<file path="src/rtl/mul_add_seq_if.sv">
// Handshake and operand/result bundle for the shift-and-add multiply-accumulate unit.
// The master issues start with Q/D/R, and the slave returns N/P/ovf together with busy/done.
interface mul_add_seq_if #(
  parameter int WIDTH = 16
);
  logic               start;
  logic [WIDTH-1:0]   Q;
  logic [WIDTH-1:0]   D;
  logic [WIDTH-1:0]   R;
  logic [WIDTH-1:0]   N;
  logic [2*WIDTH-1:0] P;
  logic               ovf;
  logic               busy;
  logic               done;

  // Requester side: drives the operands and samples the results.
  modport master (
    output start, Q, D, R,
    input  N, P, ovf, busy, done
  );

  // Multiply-accumulate unit side.
  modport slave (
    input  start, Q, D, R,
    output N, P, ovf, busy, done
  );
endinterface

</file>
<file path="src/rtl/mul_add_seq.sv">
// Sequential shift-and-add multiply-accumulate: P = Q*D + R, with one multiplier bit per clock.
// This is the inverse of the restoring divider. Feeding it (quotient, divisor, remainder)
// rebuilds the numerator on N. Latency is fixed at WIDTH clocks from accepted start to done,
// and there is no early exit for small or zero multipliers.
module mul_add_seq #(
  parameter int WIDTH = 16
) (
  input logic         clk,
  input logic         rst_n,
  mul_add_seq_if.slave bus
);

  // The counter must hold values up to WIDTH-1. Sizing it for WIDTH+1 keeps WIDTH=1 legal.
  localparam int CW = $clog2(WIDTH + 1);

  typedef enum logic {
    IDLE = 1'b0,
    RUN  = 1'b1
  } state_t;

  state_t             state_reg;
  logic [2*WIDTH-1:0] acc_reg;
  logic [2*WIDTH-1:0] md_reg;
  logic [WIDTH-1:0]   mq_reg;
  logic [CW-1:0]      cnt_reg;

  logic [WIDTH-1:0]   n_reg;
  logic [2*WIDTH-1:0] p_reg;
  logic               ovf_reg;
  logic               busy_reg;
  logic               done_reg;

  logic [2*WIDTH-1:0] acc_next;
  logic               last_iter;

  // Partial-product step: add the shifted multiplicand when the current multiplier bit is set.
  // The sum cannot exceed (2^W-1)^2 + (2^W-1) < 2^(2W), so 2W bits never wrap.
  assign acc_next  = mq_reg[0] ? (acc_reg + md_reg) : acc_reg;
  assign last_iter = (cnt_reg == CW'(WIDTH - 1));

  // Control FSM and datapath. Every output is registered, so N/P/ovf only move on the done edge.
  always_ff @(posedge clk or negedge rst_n) begin
    if (!rst_n) begin
      state_reg <= IDLE;
      acc_reg   <= '0;
      md_reg    <= '0;
      mq_reg    <= '0;
      cnt_reg   <= '0;
      n_reg     <= '0;
      p_reg     <= '0;
      ovf_reg   <= 1'b0;
      busy_reg  <= 1'b0;
      done_reg  <= 1'b0;
    end else begin
      done_reg <= 1'b0;
      unique case (state_reg)
        IDLE: begin
          // start is only honoured here. While RUN it is ignored, not queued.
          if (bus.start) begin
            mq_reg    <= bus.Q;
            md_reg    <= {{WIDTH{1'b0}}, bus.D};
            acc_reg   <= {{WIDTH{1'b0}}, bus.R};
            cnt_reg   <= '0;
            busy_reg  <= 1'b1;
            state_reg <= RUN;
          end
        end
        RUN: begin
          acc_reg <= acc_next;
          md_reg  <= md_reg << 1;
          mq_reg  <= mq_reg >> 1;
          cnt_reg <= cnt_reg + 1'b1;
          if (last_iter) begin
            // Publish from acc_next so the final iteration lands on this edge, not the next one.
            p_reg     <= acc_next;
            n_reg     <= acc_next[WIDTH-1:0];
            ovf_reg   <= |acc_next[2*WIDTH-1:WIDTH];
            done_reg  <= 1'b1;
            busy_reg  <= 1'b0;
            state_reg <= IDLE;
          end
        end
        default: state_reg <= IDLE;
      endcase
    end
  end

  assign bus.N    = n_reg;
  assign bus.P    = p_reg;
  assign bus.ovf  = ovf_reg;
  assign bus.busy = busy_reg;
  assign bus.done = done_reg;

endmodule

</file>
<file path="src/flat_wrapper.sv">
// flat-port wrapper written by rule: the top's interface ports become plain ports
module mul_add_seq_flat 
#(
  parameter int WIDTH = 16
)
  (clk, rst_n, bus_start, bus_Q, bus_D, bus_R, bus_N, bus_P, bus_ovf, bus_busy, bus_done);
  mul_add_seq_if #(.WIDTH(WIDTH)) bus_i ();
  input logic clk;
  input logic rst_n;
  input wire logic [$bits(bus_i.start)-1:0] bus_start;
  input wire logic [$bits(bus_i.Q)-1:0] bus_Q;
  input wire logic [$bits(bus_i.D)-1:0] bus_D;
  input wire logic [$bits(bus_i.R)-1:0] bus_R;
  output wire logic [$bits(bus_i.N)-1:0] bus_N;
  output wire logic [$bits(bus_i.P)-1:0] bus_P;
  output wire logic [$bits(bus_i.ovf)-1:0] bus_ovf;
  output wire logic [$bits(bus_i.busy)-1:0] bus_busy;
  output wire logic [$bits(bus_i.done)-1:0] bus_done;
  assign bus_i.start = bus_start;
  assign bus_i.Q = bus_Q;
  assign bus_i.D = bus_D;
  assign bus_i.R = bus_R;
  assign bus_N = bus_i.N;
  assign bus_P = bus_i.P;
  assign bus_ovf = bus_i.ovf;
  assign bus_busy = bus_i.busy;
  assign bus_done = bus_i.done;
  mul_add_seq #(.WIDTH(WIDTH)) u_core (.clk(clk), .rst_n(rst_n), .bus(bus_i));
endmodule
</file>
<file path="config.mk">
export PLATFORM = sky130hd
export DESIGN_NAME = mul_add_seq_flat
export DESIGN_NICKNAME = d
export VERILOG_FILES = /design/src/rtl/mul_add_seq_if.sv /design/src/rtl/mul_add_seq.sv /design/src/flat_wrapper.sv
export SDC_FILE = /design/constraint.sdc
export NUM_CORES = 1
export LEC_CHECK = 0
export CORE_MARGIN = 2
export CORE_UTILIZATION = 35
export DETAILED_ROUTE_END_ITERATION = 7
export SKIP_CTS_REPAIR_TIMING = 1
export SYNTH_ARGS = -nofsm -noshare
export SYNTH_HDL_FRONTEND = slang
export SYNTH_SLANG_ARGS = --single-unit
</file>
<file path="constraint.sdc">
create_clock -name clk -period 8.7 [get_ports clk]
set_input_delay 1.74 -clock clk [delete_from_list [all_inputs] [get_ports clk]]
set_output_delay 1.74 -clock clk [all_outputs]
set_load 0.02 [all_outputs]
</file>
# Word-level counts from Yosys, hierarchy flattened
# Index checks and enable logic that the tools add are counted.
[totals] ff_bits=137 in_bits=51 out_inout_bits=51 wordCells=36
[op_classes] addsub=2 n_eq_ne=3 mux=17 bitwise_logic=1 n_reduce_logical=3
[op_table] cell="$pmux 32 s2" count=2
[op_table] cell="$mux 32" count=3
[op_table] cell="$add 32x32->32" count=1
[op_table] cell="$pmux 16 s2" count=1
[op_table] cell="$mux 16" count=1
[op_table] cell="$reduce_or 16->1" count=1
[op_table] cell="$pmux 5 s2" count=1
[op_table] cell="$mux 1" count=6
[op_table] cell="$add 5x1->5 const B" count=1
[op_table] cell="$eq 5x4->1 const B" count=1
[op_table] cell="$mux 5" count=1
[op_table] cell="$ne 2x2->1 const B" count=2
[op_table] cell="$pmux 1 s2" count=2
[op_table] cell="$reduce_and 2->1" count=2
[op_table] cell="$not 1->1" count=1

# Longest topological paths before layout
# Gate-level depths: netlist of the first run.
[logic_depth] depth_word=3 ltp_mapped=12

# Least setup slack after synthesis of the first run
# No wires, ideal clock.
[synth_timing] path_kind="input -> register" start="input bus_start" end="register u_core.mq_reg[0]" arrival_ps=3014 required_ps=8567 path_slack_ps=5553 stages=5 n_path_buf=3 path_cell_list="clkbuf_1 > clkbuf_1 > buf_1 > mux2i_1 > o21ai_0"
[synth_via] elab_chain_cells=1
[synth_rtl] element="from (decl)" line_no="flat_wrapper.sv:10" text="input wire logic [$bits(bus_i.start)-1:0] bus_start;"
[synth_rtl] element="$ne 2x2->1 (no line)"
[synth_rtl] element="to (signal assigned)" line_no="mul_add_seq.sv:60" text="mq_reg <= bus.Q;"
[synth_rtl] element="to (signal assigned)" line_no="mul_add_seq.sv:71" text="mq_reg <= mq_reg >> 1;"
[synth_rtl] element="to (decl)" line_no="mul_add_seq.sv:24" text="logic [WIDTH-1:0] mq_reg;"
# No other way between the ends.
# A chain may end at the register's enable or synchronous reset.

# Worst setup path after layout of the first run
[layout_timing] start="register u_core.md_reg[0]" end="register u_core.ovf_reg (netlist: u_core.bus.ovf)"
[layout_via] elab_chain_cells=3
[layout_rtl] element="from (decl)" line_no="mul_add_seq.sv:23" text="logic [2*WIDTH-1:0] md_reg;"
[layout_rtl] element="from (signal assigned)" line_no="mul_add_seq.sv:61" text="md_reg <= {{WIDTH{1'b0}}, bus.D};"
[layout_rtl] element="from (signal assigned)" line_no="mul_add_seq.sv:70" text="md_reg <= md_reg << 1;"
[layout_rtl] element="$add 32x32->32" line_no="mul_add_seq.sv:38" text="assign acc_next = mq_reg[0] ? (acc_reg + md_reg) : acc_reg;"
[layout_rtl] element="$mux 32" line_no="mul_add_seq.sv:38"
[layout_rtl] element="$reduce_or 16->1" line_no="mul_add_seq.sv:77" text="ovf_reg <= |acc_next[2*WIDTH-1:WIDTH];"
[layout_rtl] element="to (signal assigned)" line_no="mul_add_seq.sv:77"
[layout_rtl] element="to (decl)" line_no="mul_add_seq.sv:29" text="logic ovf_reg;"
# No other way between the ends.

==> metrics.yaml, run 1 <==
status: "finished clean"
overflow: 0
fin_ws_ns: 5.20
path_cells: "ha_1 -> fa_1 -> a21o_1 -> and4_1 -> o211ai_1 -> nand3_1 -> a41oi_2 -> mux2_2 -> a221oi_1 -> nand2_1 -> nor4_1 -> a31oi_1"
r2r-start: "u_core.md_reg[0]"
clockBufferDepth: 2
crit_path_end_kind: "flop"
fin_tns_setup_ns: 0
fp.dieH_um: 148
synthFlopType: "dfrtp_1"
drt_first_pass_iters: 5
synth.net_count: 886
arrival_ns: 3.78
area_growth_syn_to_layout_pct: 22.3
hold_class: "reg -> reg"
cts.root.buffer_cell: "clkbuf_16"
leakage_nw: 3.98
gp_congestion: 0.873
wl_per_cell_um: 15.8
nets: 948
portBuffers: 101
die_area_um2: 22000
grt_pass1_wl_um: 29900
critPathSlowestCell: "fa_1"
post_dp_cell_area_um2: 8380
slew_violations: 0
ys_types: 62
rows: 52
drtIter0Drc: 366
track_usage: 0.171
placed_cells: 1114
vias: 5945
route.met3.wl_um: 903
finalNonFillerCells: 1146
antenna_cells: 0
start_util: 0.358
cts_made_buffers: 17
fp.dieW_um: 148
io_pins: 102
layout-drive-gt1-share: 0.0651
cp_max_fo: 4
fin_worst_skew_ns: 0.00961
synth_cells: 801
routed_wl_um: 18200
grt_max_degree: 81
crit_required_ns: 8.98
routed-wl-met2_um: 8190
synth_warnings: 0
maxCapViolations: 0
worstHoldStart: "u_core.bus.P[27]"
slew-limit-headroom: 0.293
start_kind: "flop"
synth-seq-cells: 121
cts.sinks: 121
syn-cell-area_um2: 7300
hold_end: "u_core.bus.P[27]"
drc_errors: 0
clk_latency_ns: 0.42
power.density_nw_per_um2: 376
via_per_inst: 5.19
top_layer_used: "met4"
pre_cts_ws_ns: 5.25
layout_common_cells: "nand2_1, dfrtp_1, clkdlybuf4s50_1, o21ai_0, mux2i_1"
clk_transition_reported_paths_ns: 0.06
cts_max_level: 4
whs_path_depth: 2
cpPeakStageDelay_ns: 0.41
stdcell_area_um2: 8920
grt_pass1_vias: 5619
postSynth.asyncResetShare: 1.00
rsz0062_at_grt: "no"
r2r_slack_ns: 5.20
clock.fmax_mhz: 286
layout_commonest_cell: "nand2_1"
antenna_found_initial: 0
met1_length_um: 8890
period_share: 0.403
final_core_util: 0.438
r2r-end: "u_core.bus.ovf"
synth.avg_cell_area_um2: 9.11
drtAntennaViolNets: 0
tightest_slew_ns: 1.06
synth_edf_count: 0
ff2ff_path_depth: 12
hold_viol_final: 0
yosysSeqAreaShare: 0.415
hpwl_um: 12500
setup_viol: 0
core_region_area_um2: 20400
peakVddDrop_v: 0.000203
critPathKind: "reg -> reg"
period_needed_ns: 3.50
tritoncts: "yes"
## cell families (layout without fill, tap and decap cells)
family                     after synthesis  after routing  synth area share
buffers and inverters                   76            151            0.0496
AOI/OAI and AO/OA                      227            227             0.196
adders and majority gates               34             34            0.0593
and+or+nand+nor                        261            261             0.171
DFF                                    121            121             0.415
xor gates and xnor gates                24             24            0.0288
muxes                                   58             58            0.0804
## Yosys cell counts (2+ instances only)
| cell | count | share of area |
|---|---|---|
| a211o_1 | 6 | 0.0072 |
| a211oi_1 | 13 | 0.013 |
| a21boi_0 | 3 | 0.0031 |
| a21o_1 | 18 | 0.019 |
| a21oi_1 | 44 | 0.030 |
| a221oi_1 | 2 | 0.0024 |
| a311oi_1 | 2 | 0.0024 |
| a31oi_1 | 5 | 0.0043 |
| and2_1 | 3 | 0.0026 |
| and3_1 | 6 | 0.0051 |
| and4_1 | 2 | 0.0024 |
| and4_4 | 2 | 0.0031 |
| buf_1 | 11 | 0.0057 |
| buf_2 | 3 | 0.0021 |
| buf_4 | 17 | 0.017 |
| clkbuf_1 | 31 | 0.016 |
| clkbuf_4 | 2 | 0.0021 |
| dfrtp_1 | 121 | 0.42 |
| ha_1 | 33 | 0.057 |
| inv_1 | 11 | 0.0057 |
| mux2_2 | 5 | 0.0077 |
| mux2i_1 | 53 | 0.073 |
| nand2_1 | 124 | 0.064 |
| nand2b_1 | 36 | 0.031 |
| nand3_1 | 16 | 0.011 |
| nand4_1 | 6 | 0.0051 |
| nor2_1 | 34 | 0.017 |
| nor2b_1 | 12 | 0.010 |
| nor3_1 | 5 | 0.0034 |
| nor3b_1 | 3 | 0.0031 |
| nor4_1 | 2 | 0.0017 |
| o211ai_1 | 6 | 0.0062 |
| o21a_1 | 8 | 0.0082 |
| o21ai_0 | 84 | 0.058 |
| o21bai_1 | 6 | 0.0062 |
| o22ai_1 | 12 | 0.010 |
| o31ai_1 | 4 | 0.0041 |
| or2_2 | 2 | 0.0017 |
| or3_1 | 3 | 0.0026 |
| xnor2_1 | 16 | 0.019 |
| xor2_1 | 8 | 0.0096 |
## layer usage
metal | track usage | up-vias
met4 | 0.0533 | 0
li1 | - | 2954
met2 | 0.255 | 130
met1 | 0.249 | 2851
met3 | 0.0362 | 10
met5 | 0 | -
## how the worst max path moves through the flow
stage	from	end	slack [ns]	cells after the start
floorplan	bus_start	u_core.mq_reg[0]	5.55	5
global placement	u_core.md_reg[0]	u_core.bus.ovf	5.28	12
detailed placement	u_core.md_reg[0]	u_core.bus.ovf	5.25	12
CTS	u_core.md_reg[0]	u_core.bus.ovf	5.21	12
global route	u_core.md_reg[0]	u_core.bus.ovf	4.96	12
finish	u_core.md_reg[0]	u_core.bus.ovf	5.20	12
## area by class of cell
type / instances / area (um^2)
fill: 1989 / 11400
multi-input combinational: 604 / 3910
sequential: 121 / 3030
inverter: 11 / 41.3
clock buffer: 22 / 474
clock inverter: 10 / 71.3
tap: 270 / 338
timing repair buffer: 108 / 1060
## report_power, final
group          leakage [nW]  total [W]  internal (W)  switching, W
clock                 0.258   0.000650      0.000386      0.000265
sequential             1.53   0.000998      0.000793      0.000204
combinational          2.19    0.00171      0.000746      0.000961
## worst max-delay path, delay by kind of cell, from the launching register on
kind	cells	cell delay, ns
AO/OA/AOI/OAI	5	1.21
adder cells (fa/ha/maj)	2	0.64
flip-flops	1	0.40
multiplexers	1	0.37
AND/OR/NAND/NOR	4	0.75
## stage by stage
| stage | hold WS, ns | total power (W) |
|---|---|---|
| after floorplan | 0.452 | 0.00221 |
| after global placement | 0.461 | 0.00270 |
| after detailed placement | 0.465 | 0.00271 |
| after CTS | 0.478 | 0.00338 |
| after global routing | 0.490 | 0.00363 |
| final | 0.472 | 0.00336 |
Power figures use the tool's default switching activity.
==> run 2, diff against run 1 <==
==> constraint.sdc (replaced) <==
create_clock -name clk -period 3.2 [get_ports clk]
set_input_delay 0.64 -clock clk [delete_from_list [all_inputs] [get_ports clk]]
set_output_delay 0.64 -clock clk [all_outputs]
set_load 0.02 [all_outputs]
==> run 2 against run 1 <==
Effect of this change: non-clock buffer count grew 33; sequential cell count is the same; total power grew to 2.9 times the previous value; utilization grew 1.9 points; highest routed layer unchanged.
==> metrics.yaml, run 2 (synthesis gave the netlist of run 1 again) <==
crit_required_ns: 3.49  # was 8.98 ns
drt_first_pass_iters: 5  # unchanged
grt_max_degree: 64  # was 81
critical_path_buf_inv_count: 0  # unchanged
overflow: 0  # unchanged
core_region_area_um2: 20400  # unchanged
leakage_nw: 4.18  # was 3.98 nW
period_share: 0.971  # was 0.403
area_growth_syn_to_layout_pct: 27.6  # was 22.3%
fin_worst_skew_ns: 0.0132  # was 0.00961 ns
peakVddDrop_v: 0.000447  # was 0.000203 V
rows: 52  # unchanged
cts.root.buffer_cell: "clkbuf_16"  # unchanged
slew-limit-headroom: 0.468  # was 0.293
track_usage: 0.176  # was 0.171
cpPeakStageDelay_ns: 0.40  # was 0.41 ns
clockBufferDepth: 2  # unchanged
die_area_um2: 22000  # unchanged
portBuffers: 101  # unchanged
seqCellArea_um2: 3030  # unchanged
drtIter0Drc: 438  # was 366
hold_class: "in -> async"  # was reg -> reg
clk_latency_ns: 0.43  # was 0.42 ns
status: "finished clean"  # unchanged
drtAntennaViolNets: 0  # unchanged
drc_errors: 0  # unchanged
multiInputGateArea_um2: 3970  # was 3910 um^2
antenna_found_initial: 0  # unchanged
tritoncts: "yes"  # unchanged
n_fill_cell: 1944  # was 1989
grt_pass1_wl_um: 30900  # was 29900 um
fp.dieH_um: 148  # unchanged
wl_per_cell_um: 16.1  # was 15.8 um
rsz0062_at_grt: "yes"  # was no
setup_viol: 0  # unchanged
cts_max_level: 4  # unchanged
nets: 981  # was 948
power.density_nw_per_um2: 1050  # was 376 nW/um^2
critPathTopFamily: "compound AO/OA/AOI/OAI gates"  # unchanged
maxCapViolations: 0  # unchanged
cts_made_buffers: 17  # unchanged
cp_max_fo: 5  # was 4
r2r_slack_ns: 0.09  # was 5.20 ns
start_util: 0.358  # unchanged
r2r-end: "u_core.bus.ovf"  # unchanged
via_per_inst: 5.15  # was 5.19
grt_pass1_vias: 5848  # was 5619
hpwl_um: 13300  # was 12500 um
critPathCapture: "u_core.bus.ovf"  # unchanged
gp_congestion: 0.904  # was 0.873
cp.depth: 11  # was 12
path_cells: "ha_1 -> and4_4 -> nand4_1 -> a21o_1 -> a211o_1 -> a211o_1 -> and4_4 -> a211oi_4 -> nand4_1 -> nor4_1 -> a31oi_1"  # was ha_1 -> fa_1 -> a21o_1 -> and4_1 -> o211ai_1 -> nand3_1 -> a41oi_2 -> mux2_2 -> a221oi_1 -> nand2_1 -> nor4_1 -> a31oi_1
period_needed_ns: 3.11  # was 3.50 ns
crit_start: "u_core.acc_reg[8]"  # was u_core.md_reg[0]
tightest_slew_ns: 0.798  # was 1.06 ns
power_w: 0.00979  # was 0.00336 W
arrival_ns: 3.39  # was 3.78 ns
io_pins: 102  # unchanged
clk_transition_reported_paths_ns: 0.06  # about the same
cts.sinks: 121  # unchanged
critPathSlowestCell: "dfrtp_1"  # was fa_1
start_kind: "flop"  # unchanged
r2r-start: "u_core.acc_reg[8]"  # was u_core.md_reg[0]
hold_viol_final: 0  # unchanged
ff2ff_path_depth: 11  # was 12
slew_violations: 0  # unchanged
layout_common_cells: "nand2_1, dfrtp_1, clkdlybuf4s50_1, o21ai_0, mux2i_1"  # unchanged
clock.fmax_mhz: 322  # was 286 MHz
layout-drive-gt1-share: 0.109  # was 0.0651
layout_commonest_cell: "nand2_1"  # unchanged
vias: 6073  # was 5945
routed_wl_um: 19000  # was 18200 um
critPathKind: "reg -> reg"  # unchanged
crit_path_end_kind: "flop"  # unchanged
final_core_util: 0.457  # was 0.438
fp.dieW_um: 148  # unchanged
==> run 2: how the worst min path moves through the flow <==
| stage | endpoint | slack, ns | depth (start not counted) |
|---|---|---|---|
| floorplan | u_core.acc_reg[0] | 0.34 | 0 |
| global placement | u_core.bus.P[16] | 0.46 | 2 |
| detailed placement | u_core.bus.P[31] | 0.46 | 2 |
| CTS | u_core.bus.P[9] | 0.18 | 1 |
| global route | u_core.bus.P[7] | 0.19 | 1 |
| finish | u_core.bus.P[9] | 0.17 | 1 |
==> run 2: cell type report <==
type                            instances  area share
Clock buffer                           20      0.0490
Timing Repair Buffer                  141       0.143
Inverter                               11     0.00443
Sequential cell                       121       0.326
Multi-Input combinational cell        604       0.426
Tap cell                              270      0.0363
Clock inverter                         12      0.0152
Antenna cell                            1    0.000269
==> run 2: power breakdown <==
part / switching, W / internal [W]
registers: 0.000554 / 0.00216
clock network: 0.000748 / 0.00120
logic: 0.00279 / 0.00235
==> run 2: per-stage QoR <==
stage / cells / hold WS, ns / area, um^2 / setup TNS (ns) / setup WS (ns)
floorplan: 801 / 0.344 / 7300 / 0 / 0.138
CTS: 1175 / 0.184 / 9220 / -0.0109 / -0.0109
finish: 1180 / 0.172 / 9310 / 0 / 0.0942
global placement: 1143 / 0.462 / 8620 / 0 / 0.0714
global route: 1179 / 0.193 / 9310 / -0.134 / -0.114
detailed placement: 1143 / 0.462 / 8620 / 0 / 0.0192
==> run 2: layer usage <==
metal | vias to the layer above | wire (um) | track usage
met2 | 157 | 8450 | 0.264
met5 | - | 0 | 0
li1 | 3024 | - | -
met4 | 0 | 214 | 0.0452
met3 | 17 | 929 | 0.0472
met1 | 2875 | 9360 | 0.253
